--- config.mk ---
export PLATFORM = sky130hd
export DESIGN_NAME = tag_slot_buffer
export DESIGN_NICKNAME = d
export VERILOG_FILES = /design/src/rtl/tag_slot_buffer.sv
export SDC_FILE = /design/constraint.sdc
export NUM_CORES = 1
export LEC_CHECK = 0
export ABC_AREA = 1
export ABC_CLOCK_PERIOD_IN_PS = 2000
export CAP_MARGIN = 30
export CORE_MARGIN = 5
export CORE_UTILIZATION = 49
export DETAILED_ROUTE_END_ITERATION = 10
export GPL_TIMING_DRIVEN = 0
export PLACE_DENSITY = 0.68
export SLEW_MARGIN = 20
export SYNTH_ARGS = -nofsm -noshare
export SYNTH_HDL_FRONTEND = slang
export SYNTH_SLANG_ARGS = --single-unit
--- constraint.sdc ---
create_clock -name clk -period 2 [get_ports clk]
set_input_delay 0.4 -clock clk [delete_from_list [all_inputs] [get_ports clk]]
set_output_delay 0.4 -clock clk [all_outputs]
set_load 0.02 [all_outputs]
--- src/rtl/tag_slot_buffer.sv ---
// tag_slot_buffer: slot-allocating metadata store for outstanding memory requests.
// A free slot index is offered as the request tag; the acquire stores metadata there,
// and the response tag reads it back before the slot is released.
// Optional build macro TAG_BUF_READ_REG_EN registers read_data (1-cycle latency).
module tag_slot_buffer #(
   parameter int unsigned DATAW = 32,
   parameter int unsigned SIZE  = 8,
   localparam int unsigned ADDRW = $clog2(SIZE)
) (
   input  logic             clk,
   input  logic             reset,
   output logic [ADDRW-1:0] write_addr,
   input  logic             acquire_slot,
   input  logic [DATAW-1:0] write_data,
   input  logic [ADDRW-1:0] read_addr,
   output logic [DATAW-1:0] read_data,
   input  logic [ADDRW-1:0] release_addr,
   input  logic             release_slot,
   output logic             full,
   output logic             empty
);

   logic [SIZE-1:0]  used_q, used_d;
   logic [DATAW-1:0] data_q [SIZE];
   logic             do_acq;

   // Lowest-index free slot; scanning downward lets the lowest index win.
   always_comb begin
      write_addr = '0;
      for (int i = SIZE - 1; i >= 0; i--) begin
         if (!used_q[i]) write_addr = ADDRW'(i);
      end
   end

   // Occupancy flags and qualified acquire
   always_comb begin
      full   = &used_q;
      empty  = ~|used_q;
      do_acq = acquire_slot & ~full;
   end

   // Next used mask: release first so a same-slot acquire ends up used.
   always_comb begin
      used_d = used_q;
      if (release_slot) used_d[release_addr] = 1'b0;
      if (do_acq)       used_d[write_addr]   = 1'b1;
   end

   // Used mask register
   always_ff @(posedge clk or negedge reset) begin
      if (!reset) used_q <= '0;
      else        used_q <= used_d;
   end

   // Metadata array; released slots keep their contents.
   always_ff @(posedge clk or negedge reset) begin
      if (!reset) begin
         for (int i = 0; i < SIZE; i++) data_q[i] <= '0;
      end else if (do_acq) begin
         data_q[write_addr] <= write_data;
      end
   end

`ifdef TAG_BUF_READ_REG_EN
   logic [DATAW-1:0] rd_d, rd_q;

   // Capture the slot as it will look after this edge, including a same-edge acquire.
   always_comb begin
      rd_d = data_q[read_addr];
      if (do_acq && (write_addr == read_addr)) rd_d = write_data;
   end

   // Read pipeline register, free running
   always_ff @(posedge clk or negedge reset) begin
      if (!reset) rd_q <= '0;
      else        rd_q <= rd_d;
   end

   assign read_data = rd_q;
`else
   // Zero-latency read; a same-cycle acquire is not forwarded.
   assign read_data = data_q[read_addr];
`endif

endmodule

-- Word-level counts from Yosys, hierarchy flattened
Index checks and enable logic that the tools add are counted.
W data, S select, Z words.
- flip-flop bits (word level): 264
- input port bits: 42
- logic and storage cells: 49
- bitwise gates (word level): 7
- mux-type cells: 20
- $lt $le $gt $ge: 7
- reductions and logical operators: 6
- operator list (operator ; count):
    $bwmux W256 ; 1
    $bmux W32 S3 ; 1
    $demux W32 S3 ; 1
    $mux W32 ; 3
    $mux W3 ; 8
    $mux W8 ; 2
    $and A8 B8 Y8 ; 1
    $ge A4 B4 Y1 const B ; 2
    $lt A3 B4 Y1 const B ; 2
    $not A3 Y4 ; 2
    $not A8 Y8 ; 1
    $or A8 B8 Y8 ; 1
    $reduce_and A8 Y1 ; 1
    $reduce_or A8 Y1 ; 1
    $demux W1 S3 ; 2
    $ge A3 B1 Y1 const B ; 2
    $lt A4 B1 Y1 const B ; 1
    $logic_and A1 B1 Y1 ; 3
    $mux W1 ; 2
    $and A1 B1 Y1 ; 1
    $logic_not A1 Y1 ; 1
    $not A1 Y1 ; 1

-- Longest topological paths before layout
- word-level depth: 14
- depth in mapped cells: 12
- gate-level depth less buffers: 11

-- Worst setup path after synthesis
Ideal clock, no wire load.
- path type: input -> output
- start: input port read_addr[0]
- end: output port read_data[10]
- arrival time: 1.651 ns
- cell stages on the path: 7
- setup slack: -0.051 ns
- path through: buf_2 -> clkbuf_1 -> clkbuf_1 -> nand2_1 -> nand2_1 -> a21oi_1 -> a31oi_1
- word-level cells in the longest chain between the ends: 4
- RTL lines (element ; line ; source):
    from (decl) ; 15 ; input logic [ADDRW-1:0] read_addr,
    $not A3 Y4 (not written as such) ; 82 ; assign read_data = data_q[read_addr];
    $bmux W32 S3 ; 82 ;
    $mux W32 (not written as such) (2 in a row) ; 82 ;
    to (decl) ; 16 ; output logic [DATAW-1:0] read_data,
No other way between the ends. The select of a mux whose other input is x is not followed.

-- Final worst setup path
- start: register used_q[6]
- end: output port write_addr[0]
- word-level cells in the longest chain between the ends: 7
- RTL lines (element ; line ; source):
    from (decl) ; 23 ; logic [SIZE-1:0] used_q, used_d;
    from (signal assigned) ; 52 ; else used_q <= used_d;
    $mux W3 (7 in a row) ; 31 ; if (!used_q[i]) write_addr = ADDRW'(i);
    to (decl) ; 12 ; output logic [ADDRW-1:0] write_addr,
No other way between the ends.

==> flow_metrics.py <==
metrics = {
    "outcome": {
        "outcome": "complete, but fails checks",
        "violated_checks": "negative setup slack",
    },
    "critical_path": {
        "arrival_time_reported_for_the_critical_path_endpoint_ns": 1.78,
        "crit_slowest_cell": "dfrtp_1",
        "crit_buf_inv": 3,
        "most_used_cell_cp": "nand2_1",
        "worstPathMaxFanout": 4,
        "critical_path_class": "reg -> out",
        "category_of_the_worst_setup_path_capture_point": "primary output",
        "critical-path-top-delay-family": "simple AND/OR/NAND/NOR gates",
        "crit_required_ns": 1.60,
        "worst_path_largest_cell_delay_ns": 0.41,
        "worstPathCellList": "nand2_1 > nand2_1 > nand2_1 > nand2_2 > nand2_2 > nand2_4 > nand2_8 > clkbuf_16 > clkinv_4 > buf_6",
        "critPathLaunchType": "flip-flop",
    },
    "clock_network": {
        "clock_path_buffers": 3,
        "clock_sinks": 264,
        "clock_insertion_delay_worst_skew_ns": 0.56,
        "cts_htree_levels": 1,
        "numCtsBuffers": 30,
        "clockRootBuffer": "clkbuf_16",
        "clk_transition_reported_paths_ns": 0.06,
        "tritoncts": "built",
    },
    "yosys": {
        "synth_largest_area_cell": "dfrtp_1",
        "synth_largest_type_area_fraction_pct": 52.39,
        "yosys_register_bits": 264,
        "share_of_synthesized_area_occupied_by_flip_flops_and_latches_pct": 52.39,
        "syn_area_sq_um": 12610,
        "yosys.cell_types.count": 18,
        "ys.warnings.count": 0,
        "synthTopCellsByArea": "dfrtp_1 52%, nand2_1 17%, o21ai_0 7.9%",
        "postSynthAreaPerCell_sq_um": 7.648,
        "netlist_instances": 1649,
        "syn_nets": 1691,
    },
    "detailed_routing": {
        "final_antenna_net_count": 0,
        "route.final.wire_length_mm": 45.25,
        "iteration_0_drc_count_of_the_detailed_router": 1320,
        "route.detailed.wl_per_inst_um": 20.94,
        "detailroute.via_count": 12700,
        "drt_pre_antenna_iters": 8,
        "post_route_drc": 0,
        "detail_route.vias_per_cell": 5.879,
    },
    "worst_hold_path": {
        "hold_path.class": "in -> async",
    },
    "timing": {
        "min_period_over_period_pct": 108.9,
        "achievable-frequency_ghz": 0.4590,
        "worst_hold_slack_across_all_endpoints_ns": 0.4265,
        "setup_viol": 30,
        "slew_violations": 0,
        "worstMarginPinSlew_ns": 0.7297,
        "final_hold_viol_count": 0,
        "final_critical_path_setup_slack_ns": -0.1788,
        "finalClockSkew_ns": 0.01038,
        "slew_hr_pct": 51.35,
        "grt_setup_unrepaired": "true",
        "period_needed_ns": 2.179,
    },
    "floorplanning": {
        "die_w_um": 170.4,
        "die_height_um": 170.4,
        "rows": 58,
        "core_area_sq_um": 25250,
        "initial_utilization_pct": 49.94,
        "die_area_sq_um": 29040,
        "ioPinCount": 79,
    },
    "final_layout": {
        "flow.area_growth_from_synthesis_pct": 31.81,
        "final_net_count": 1851,
        "n_antenna_cell": 0,
        "drive_gt1_share_pct": 23.32,
    },
    "placement": {
        "numPortBuffers": 77,
        "dp.final_hpwl_mm": 29.89,
        "finalWeightedCongestion": 0.9294,
    },
    "power": {
        "worst_case_vdd_ir_drop_uv": 918.5,
        "power_leakage_nw": 8.294,
        "total_power_w": 0.02419,
        "power.density_nw_per_um2": 1455,
    },
    "global_route": {
        "grt-ovfl-total": 0,
        "first_global_vias": 12120,
        "grt.total_usage_pct": 30.42,
        "first_pass_grt_wire_length_mm": 69.08,
        "number_of_antenna_violations_at_the_first_check_in_global_routing": 0,
        "pin_count_of_the_biggest_net_entering_global_routing": 93,
    },
    "flow_run": {
        "maxCapViolCount": 0,
    },
}
## power by group
group          internal, W  switching [W]
Sequential         0.00767        0.00137
Clock              0.00328        0.00232
Combinational      0.00342        0.00613
## cell usage in the layout (no fill, tap or decap), drive strengths merged, types with 3 or more instances in the layout
| cell type | count |
|---|---|
| nor3 | 4 |
| a21oi | 33 |
| nand3 | 100 |
| nor2 | 165 |
| clkinv | 13 |
| buf | 132 |
| a31oi | 32 |
| clkdlybuf4s50 | 37 |
| nand2 | 576 |
| clkbuf | 123 |
| clkinvlp | 3 |
| dfrtp | 264 |
| nand4 | 97 |
| inv | 45 |
| bufinv | 3 |
| o21ai | 200 |
## final cells by class
type | instances | area, sq um
Sequential cell | 264 | 6610
Multi-Input combinational cell | 1208 | 6121
Clock buffer | 36 | 813.3
Buffer | 129 | 973.4
Tap cell | 330 | 412.9
Fill cell | 2165 | 8632
Timing Repair Buffer | 130 | 1311
Clock inverter | 18 | 187.7
Inverter | 46 | 192.7
## metal layers
metal	part of all wire (%)	global-route usage (%)	up-vias
met5	0	0	-
met4	3.1	10.14	0
met3	10	5.947	109
met2	46	46.53	620
met1	41	43.80	6215
li1	-	-	5760
## Yosys cell counts
cell and n:
buf_1 10, inv_2 1, a21oi_1 33, nor2_1 165
clkbuf_1 86, o21ai_0 200, nand2_1 574, buf_2 33
nor3_2 1, nor3_1 3, nand2_2 2, nand4_1 97
a31oi_1 32, dfrtp_1 264, buf_4 2, nor4_1 1
nand3_1 100, inv_1 45
## path summary, 6_finish.rpt
kind,start,end,slack [ns],depth (start not counted)
min,reset,data_q[154],0.43,2
max,used_q[6],write_addr[0],-0.18,10
max in group asynchronous,reset,data_q[69],0.63,3
min reg2reg,data_q[194],data_q[194],0.47,2
max reg2reg,used_q[0],data_q[237],0.03,6
min in group clk,data_q[194],data_q[194],0.47,2
## what timing repair did
action,4_1_cts,5_1_grt
buffers inserted,23,20
hold buffers,1,0
cloned,7,0
endpoints found under the setup margin,195,249
gates resized for setup,534,152
pin swaps,53,47
hold endpoints to repair,87,0
## cells by family after synthesis
| logic type | share of synthesized area (%) |
|---|---|
| AOI/OAI and AO/OA | 10.83 |
| and+or+nand+nor | 31.12 |
| buffers and inverters | 5.655 |
| DFF | 52.39 |
## flip-flops by register name, summed over array words and instances, names as in the netlist
register / flops
data_q: 256
used_q: 8
## through the flow
stage	TNS [ns]	util [%]	cells	worst slack, ns	cell area (sq um)
floorplan	0	-	1649	0.03965	12760
global placement	-3026.66	55.22	2056	-11.06	13940
detailed placement	-115.34	55.45	2058	-1.818	14000
CTS	-1.688	63.87	2142	-0.1748	16130
global route	-2.962	65.82	2161	-0.2684	16620
finish	-1.706	65.82	2161	-0.1788	16620
Note: power is estimated with default switching activity, not from simulation.
